`config.mk`:
```
export PLATFORM = sky130hd
export DESIGN_NAME = chan_mux_rr_flat
export DESIGN_NICKNAME = d
export VERILOG_FILES = /design/src/rtl/chan_mux_rr_pkg.sv /design/src/rtl/chan_mux_rr_if.sv /design/src/rtl/chan_mux_rr_arbiter.sv /design/src/rtl/chan_mux_rr.sv /design/src/flat_wrapper.sv
export SDC_FILE = /design/constraint.sdc
export NUM_CORES = 1
export LEC_CHECK = 0
export ABC_AREA = 0
export CAP_MARGIN = 20
export CELL_PAD_IN_SITES_DETAIL_PLACEMENT = 0
export CELL_PAD_IN_SITES_GLOBAL_PLACEMENT = 1
export CORE_ASPECT_RATIO = 1.1
export CORE_MARGIN = 2
export CORE_UTILIZATION = 25
export DETAILED_ROUTE_END_ITERATION = 6
export DONT_BUFFER_PORTS = 1
export PLACE_DENSITY_LB_ADDON = 0.1
export SLEW_MARGIN = 20
export SYNTH_ARGS = -nofsm -noshare
export SYNTH_HDL_FRONTEND = slang
export SYNTH_SLANG_ARGS = --single-unit
```
`constraint.sdc`:
```
create_clock -name clk -period 6.14 [get_ports clk]
set_input_delay 1.228 -clock clk [delete_from_list [all_inputs] [get_ports clk]]
set_output_delay 1.228 -clock clk [all_outputs]
set_load 0.1 [all_outputs]
```
`src/rtl/chan_mux_rr_pkg.sv`:
```
// Shared mode encodings for the channel multiplexer.
package mux_pkg;

    localparam logic MODE_FIXED = 1'b0;
    localparam logic MODE_RR    = 1'b1;

endpackage

```
`src/rtl/chan_mux_rr_if.sv`:
```
// Producer-lane / consumer handshake bundle for chan_mux_rr.
interface chan_mux_rr_if #(
    parameter int unsigned N_CH  = 4,
    parameter int unsigned WIDTH = 8,
    parameter int unsigned SEL_W = $clog2(N_CH)
);

    logic                  mode;
    logic [SEL_W-1:0]      sel;
    logic [N_CH*WIDTH-1:0] in_data;
    logic [N_CH-1:0]       in_valid;
    logic [N_CH-1:0]       in_ready;
    logic [WIDTH-1:0]      out_data;
    logic                  out_valid;
    logic                  out_ready;
    logic [SEL_W-1:0]      out_ch;

    modport master (
        output mode, sel, in_data, in_valid, out_ready,
        input  in_ready, out_data, out_valid, out_ch
    );

    modport slave (
        input  mode, sel, in_data, in_valid, out_ready,
        output in_ready, out_data, out_valid, out_ch
    );

endinterface

```
`src/rtl/chan_mux_rr_arbiter.sv`:
```
// Round-robin arbiter: first requester at or after ptr wins, wrapping at N_CH-1.
module rr_arbiter #(
    parameter int unsigned N_CH = 4,
    localparam int unsigned SEL_W = $clog2(N_CH)
) (
    input  logic [N_CH-1:0]  req,
    input  logic [SEL_W-1:0] ptr,
    input  logic             en,
    output logic [N_CH-1:0]  gnt,
    output logic [SEL_W-1:0] gnt_idx
);

    logic        found;
    int unsigned idx;

    always_comb begin
        gnt     = '0;
        gnt_idx = '0;
        found   = 1'b0;
        idx     = 0;
        for (int unsigned k = 0; k < N_CH; k++) begin
            idx = (32'(ptr) + k) % N_CH;
            if (en && !found && req[idx]) begin
                gnt[idx] = 1'b1;
                gnt_idx  = SEL_W'(idx);
                found    = 1'b1;
            end
        end
    end

endmodule

```
`src/rtl/chan_mux_rr.sv`:
```
// N-channel registered multiplexer with fixed-select or round-robin channel choice.
module chan_mux_rr
    import mux_pkg::*;
#(
    parameter int unsigned N_CH  = 4,
    parameter int unsigned WIDTH = 8,
    localparam int unsigned SEL_W = $clog2(N_CH)
) (
    input logic          clk,
    input logic          rst,
    chan_mux_rr_if.slave bus
);

    logic             load;
    logic             en;
    logic             xfer;
    logic [N_CH-1:0]  rr_gnt;
    logic [N_CH-1:0]  fix_gnt;
    logic [N_CH-1:0]  gnt;
    logic [SEL_W-1:0] rr_idx;
    logic [SEL_W-1:0] g;
    logic [WIDTH-1:0] g_data;

    logic [WIDTH-1:0] data_q;
    logic [SEL_W-1:0] ch_q;
    logic             valid_q;
    logic [SEL_W-1:0] ptr_q;

    rr_arbiter #(
        .N_CH(N_CH)
    ) u_arb (
        .req    (bus.in_valid),
        .ptr    (ptr_q),
        .en     (en && (bus.mode == MODE_RR)),
        .gnt    (rr_gnt),
        .gnt_idx(rr_idx)
    );

    always_comb begin
        load    = ~valid_q | bus.out_ready;
        en      = load & ~rst;
        fix_gnt = '0;
        // Comparing against each legal index means an out-of-range sel simply grants nothing.
        for (int unsigned i = 0; i < N_CH; i++) begin
            if (en && (bus.sel == SEL_W'(i)) && bus.in_valid[i]) begin
                fix_gnt[i] = 1'b1;
            end
        end
        if (bus.mode == MODE_RR) begin
            gnt = rr_gnt;
            g   = rr_idx;
        end else begin
            gnt = fix_gnt;
            g   = bus.sel;
        end
        xfer   = |gnt;
        g_data = bus.in_data[int'(g) * int'(WIDTH) +: WIDTH];
        bus.in_ready = gnt;
    end

    always_ff @(posedge clk) begin
        if (rst) begin
            data_q  <= '0;
            ch_q    <= '0;
            valid_q <= 1'b0;
            ptr_q   <= '0;
        end else if (load) begin
            if (xfer) begin
                data_q  <= g_data;
                ch_q    <= g;
                valid_q <= 1'b1;
                if (bus.mode == MODE_RR) begin
                    ptr_q <= (int'(g) == int'(N_CH) - 1) ? '0 : g + SEL_W'(1);
                end
            end else begin
                valid_q <= 1'b0;
            end
        end
    end

    assign bus.out_data  = data_q;
    assign bus.out_ch    = ch_q;
    assign bus.out_valid = valid_q;

endmodule

```
`src/flat_wrapper.sv`:
```
// flat-port wrapper written by rule: the top's interface ports become plain ports
module chan_mux_rr_flat import mux_pkg::*;
#(
    parameter int unsigned N_CH  = 4,
    parameter int unsigned WIDTH = 8,
    localparam int unsigned SEL_W = $clog2(N_CH)
)
  (clk, rst, bus_mode, bus_sel, bus_in_data, bus_in_valid, bus_out_ready, bus_in_ready, bus_out_data, bus_out_valid, bus_out_ch);
  chan_mux_rr_if #(.N_CH(N_CH), .WIDTH(WIDTH)) bus_i ();
  input logic clk;
  input logic rst;
  input wire logic [$bits(bus_i.mode)-1:0] bus_mode;
  input wire logic [$bits(bus_i.sel)-1:0] bus_sel;
  input wire logic [$bits(bus_i.in_data)-1:0] bus_in_data;
  input wire logic [$bits(bus_i.in_valid)-1:0] bus_in_valid;
  input wire logic [$bits(bus_i.out_ready)-1:0] bus_out_ready;
  output wire logic [$bits(bus_i.in_ready)-1:0] bus_in_ready;
  output wire logic [$bits(bus_i.out_data)-1:0] bus_out_data;
  output wire logic [$bits(bus_i.out_valid)-1:0] bus_out_valid;
  output wire logic [$bits(bus_i.out_ch)-1:0] bus_out_ch;
  assign bus_i.mode = bus_mode;
  assign bus_i.sel = bus_sel;
  assign bus_i.in_data = bus_in_data;
  assign bus_i.in_valid = bus_in_valid;
  assign bus_i.out_ready = bus_out_ready;
  assign bus_in_ready = bus_i.in_ready;
  assign bus_out_data = bus_i.out_data;
  assign bus_out_valid = bus_i.out_valid;
  assign bus_out_ch = bus_i.out_ch;
  chan_mux_rr #(.N_CH(N_CH), .WIDTH(WIDTH)) u_core (.clk(clk), .rst(rst), .bus(bus_i));
endmodule
```
==> Yosys cells after proc, flatten, opt, wreduce, memory -nomap -nowiden <==
Index checks and enable logic that the tools add are counted.
{ "op_classes": {"n_lt_le_gt_ge": 8, "div": 0, "muxes": 35, "n_reduce_logical": 27, "addsub": 4, "bitwise": 7, "n_shift": 1, "eq_ne": 4, "mul": 0} }
{ "op_table": {"columns": ["op", "n"], "rows": [
  ["$shiftx A32 B6 Y8", 1],
  ["$logic_and A1 B1 Y1", 20],
  ["$mux W4", 5],
  ["$mux W1", 16],
  ["$lt A2 B3 Y1 const B", 4],
  ["$mux W2", 6],
  ["$or A4 B4 Y4", 3],
  ["$bmux W1 S2", 4],
  ["$demux W1 S2", 4],
  ["$ge A2 B1 Y1 const B", 4],
  ["$add A2 B1 Y2 const B", 2],
  ["$add A2 B2 Y2 const B", 2],
  ["$eq A2 B1 Y1 const B", 2],
  ["$eq A2 B2 Y1 const B", 2],
  ["$reduce_or A4 Y1", 1],
  ["$logic_not A1 Y1", 3],
  ["$reduce_and A3 Y1", 1],
  ["$logic_not A2 Y1", 1],
  ["$not A1 Y1", 2],
  ["$reduce_and A2 Y1", 1],
  ["$and A1 B1 Y1", 1],
  ["$or A1 B1 Y1", 1]
]} }
{ "totals": {"mem_bits_rw": 0, "rom_bits": 0, "memories": 0, "latchBits": 0, "register_bits": 13, "elab_cells": 90} }

==> Logic depth before layout (Yosys ltp) <==
{ "logic_depth": {"word_depth": 21, "mapped_depth": 12, "mapped_depth_nobuf": 9} }

==> Hierarchy <==
Synthesis repeated with hierarchy kept, for this count alone.
{ "hier_totals": {"hier_cells": 147, "hier_area_um2": 1475.2} }
{ "by_module_without_submodules": {"columns": ["mod", "area_each_um2", "seq_area_each_um2", "cells_each", "instances"], "rows": [
  ["chan_mux_rr", 943.4, 260.2, 84, 1],
  ["rr_arbiter", 531.8, 0.0, 63, 1]
]} }

==> Worst setup path before layout <==
No wires, ideal clock.
{ "synth_timing": {"path_kind": "input -> output", "start": "input bus_in_valid[0]", "end": "output bus_in_ready[3]", "arrival_time_ns": 3.861, "n_path_buf": 1, "setup_slack_ns": 1.051, "stages": 5, "path_cell_list": "buf_2 mux4_2 nor3b_1 a21oi_1 o221ai_1"} }
{ "synth_between": {"elab_chain_cells": 17} }
{ "synth_rtl": {"columns": ["element", "line_no", "source"], "rows": [
  ["start, declared", "flat_wrapper.sv:15", "input wire logic [$bits(bus_i.in_valid)-1:0] bus_in_valid;"],
  ["$bmux W1 S2", "chan_mux_rr_arbiter.sv:23", "if (en && !found && req[idx]) begin"],
  ["$mux W1 (implied by the code)", "chan_mux_rr_arbiter.sv:23", null],
  ["$logic_and A1 B1 Y1", "chan_mux_rr_arbiter.sv:23", null],
  ["$mux W1", "chan_mux_rr_arbiter.sv:23", null],
  ["$logic_not A1 Y1", "chan_mux_rr_arbiter.sv:23", null],
  ["$logic_and A1 B1 Y1 (2 in series)", "chan_mux_rr_arbiter.sv:23", null],
  ["$mux W1", "chan_mux_rr_arbiter.sv:23", null],
  ["$logic_not A1 Y1", "chan_mux_rr_arbiter.sv:23", null],
  ["$logic_and A1 B1 Y1 (2 in series)", "chan_mux_rr_arbiter.sv:23", null],
  ["$mux W1", "chan_mux_rr_arbiter.sv:23", null],
  ["$logic_not A1 Y1", "chan_mux_rr_arbiter.sv:23", null],
  ["$logic_and A1 B1 Y1 (2 in series)", "chan_mux_rr_arbiter.sv:23", null],
  ["$mux W4 *", "chan_mux_rr_arbiter.sv:23", null],
  ["$mux W4 *", "chan_mux_rr.sv:49", "if (bus.mode == MODE_RR) begin"],
  ["end, declared", "flat_wrapper.sv:17", "output wire logic [$bits(bus_i.in_ready)-1:0] bus_in_ready;"]
]} }
Every way passes the cells marked *; elsewhere a longest branch is shown, timed or not. The select of a mux whose other input is x is not followed.

==> Final worst setup path <==
{ "layout_timing": {"start": "register u_core.ptr_q[0]", "end": "output bus_in_ready[2]"} }
{ "layout_between": {"elab_chain_cells": 17} }
{ "layout_rtl": {"columns": ["element", "line_no", "source"], "rows": [
  ["start, declared", "chan_mux_rr.sv:27", "logic [SEL_W-1:0] ptr_q;"],
  ["start signal, assigned", "chan_mux_rr.sv:73", "ptr_q <= (int'(g) == int'(N_CH) - 1) ? '0 : g + SEL_W'(1);"],
  ["branches (longest 15 deep; another with $lt A2 B3 Y1)", null, null],
  ["$mux W4 *", "chan_mux_rr_arbiter.sv:23", null],
  ["$mux W4 *", "chan_mux_rr.sv:49", null]
]} }
Every way passes the cells marked *. The select of a mux whose other input is x is not followed.

==> results.cfg <==
[placement]
dp.cells = 191
hpwl_mm = 2.760
port_buffers = 0
postPlaceCellArea_sq_um = 1409
place.gp.congestion = 0.7557
post-place-ws_ps = 1800

[sta]
clock.fmax_mhz = 220.0
setup_viol = 0
fin_worst_skew_ps = 2.257
grt_setup_unrepaired = false
fin_tns_setup_ps = 0
finalHoldViolCount = 0
worst_slack_ps = 1594
hold_ws_ps = 627.0
fin_crit_sh_pct = 74.04
worstMarginPinSlew_ps = 976.9
min_period_ps = 4546
relSlewSlack_pct = 34.39
slew_violations = 0

[critical_path]
crit_chain = inv_1 -> ha_1 -> mux4_2 -> nor2b_4 -> a221oi_2 -> o311ai_4 -> buf_4
cpMaxStageDelayCell = dfxtp_1
cp_max_fo = 16
worstPathArrival_ps = 3320
crit_type = reg2out
start_kind = flip-flop
max_stage_delay_ps = 700
worst-endpoint-required_ps = 4910
worstSetupEndpointType = output port

[cts]
cts_repair_resize_count = 0
htreeDepth = 1
clock-sinks = 13
cts_buffers = 3
cts_setup_buffers = 0
clock_latency_ps = 240
cts_root_buf = clkbuf_8
cts_tree = built
clockBufferDepth = 2
cts_hold_buf = 0
clk_pin_slew_ps = 50

[logic_synthesis]
yosysTopAreaCell = dfxtp_1
synth_nets = 187
yosys_warnings = 0
async_flop_share_pct = 0
netlist_instances = 137
synth_flop_cell = dfxtp_1
synth_most_common_cell = nor2_1
synth_seq_cells = 13
yosysUniqueCellTypes = 39
synthTopCellsByArea = dfxtp_1 20%, mux4_2 19%, mux2i_1 9.8%
synth_common_cells = 16 x nor2_1, 13 x dfxtp_1, 13 x mux2i_1
avgSynthCellArea_sq_um = 9.699
synth_top_area_share_pct = 19.59
synth_edf_count = 0
ys_seq_area_share_pct = 19.59
netlist_area_sq_um = 1329

[power]
peakVddDrop_mv = 0.1892
finalPower_mw = 0.7385
p_leak_nw = 0.5473
power.density_nw_per_um2 = 508.0

[die]
num_rows = 27
start_util_pct = 26.22
die-width_um = 73.51
dieArea_sq_um = 5915
fp.dieH_um = 80.46
coreArea_sq_um = 5067
top_level_ports = 57

[detailed_routing]
firstDrtPassIters = 4
postRouteAntennaNets = 0
vias = 1075
routed_via_density = 5.513
wl_per_cell_um = 17.30
wl_mm = 3.374
drt_iter0_markers = 66
drc = 0

[final_layout]
stdcell_area_sq_um = 1454
stdcell_count = 195
drive_above_1_share_pct = 21.90
area_growth_pct = 9.416
antenna_cells = 0
final_util_pct = 28.69
fillers = 532
nets = 188

[run]
drv_cap = 0

[global_route]
grt_pass1_wl_mm = 5.492
grt_usage_pct = 11.78
grt_max_degree = 19
first_global_vias = 1156
antenna_found_initial = 0
overflow = 0

[status]
outcome = finished, final reports clean

[worst_hold_path]
min_path_type = reg2reg
[cell type report]
class                      count  area [sq um]  share of cell area (%)
clock buffer                   4         45.04                   3.098
inverter                       7         26.28                   1.807
multi-input combinational    108          1012                   69.62
sequential                    13         260.3                   17.90
tap                           58         72.57                   4.991
timing repair buffer           5         37.54                   2.582
[layer usage]
layer	wire (um)	track usage, %	up-vias
met4	40	3.273	0
met5	0	0	-
li1	-	-	516
met3	321	2.509	4
met2	1671	20.54	55
met1	1341	14.40	500
[cells by family after synthesis]
logic type	share of synthesized area (%)
simple gates	22.32
compound gates	15.54
mux	28.44
buf+inv	5.932
flops	19.59
fa+ha+maj	7.533
xor+xnor	0.6593
[final timing paths]
| path | endpoint | from | cells after the start | slack (ps) |
|---|---|---|---|---|
| worst min register to register | u_core.ptr_q[1]$_SDFFE_PP0P_ | u_core.ptr_q[1]$_SDFFE_PP0P_ | 2 | 630 |
| worst max-delay path | bus_in_ready[2] | u_core.ptr_q[0]$_SDFFE_PP0P_ | 7 | 1590 |
| worst min-delay path | u_core.ptr_q[1]$_SDFFE_PP0P_ | u_core.ptr_q[1]$_SDFFE_PP0P_ | 2 | 630 |
| worst max register to register | u_core.ptr_q[0]$_SDFFE_PP0P_ | u_core.ptr_q[0]$_SDFFE_PP0P_ | 9 | 1850 |
[critical path, delay by kind of cell (launching register included)]
kind                       cells  cell delay (ps)
DFF                            1              700
muxes                          1              660
adders and majority gates      1              590
buffers and inverters          2              580
AOI/OAI and AO/OA              2              340
and+or+nand+nor                1              210
[layout by cell type (no fill, tap or decap), types with 4 or more instances in the layout]
master,Yosys,routed
a21oi_1,6,6
buf_4,0,5
dfxtp_1,13,13
ha_1,8,8
inv_1,7,7
mux2i_1,13,13
mux4_2,11,11
nand2b_1,8,8
nor2_1,16,16
nor3_1,5,5
nor3b_1,4,4
[power by group]
group / total (mW) / internal [mW] / switching (mW)
Clock: 0.0740 / 0.0457 / 0.0283
Combinational: 0.367 / 0.155 / 0.212
Sequential: 0.297 / 0.111 / 0.186
Total: 0.739 / 0.311 / 0.427
[flip-flops by register name, summed over array words and instances, names as in the netlist]
register	count
u_core.bus.out_ch	2
u_core.ptr_q	2
u_core.bus.out_valid	1
u_core.bus.out_data	8
Note: power is estimated with default switching activity, not from simulation.
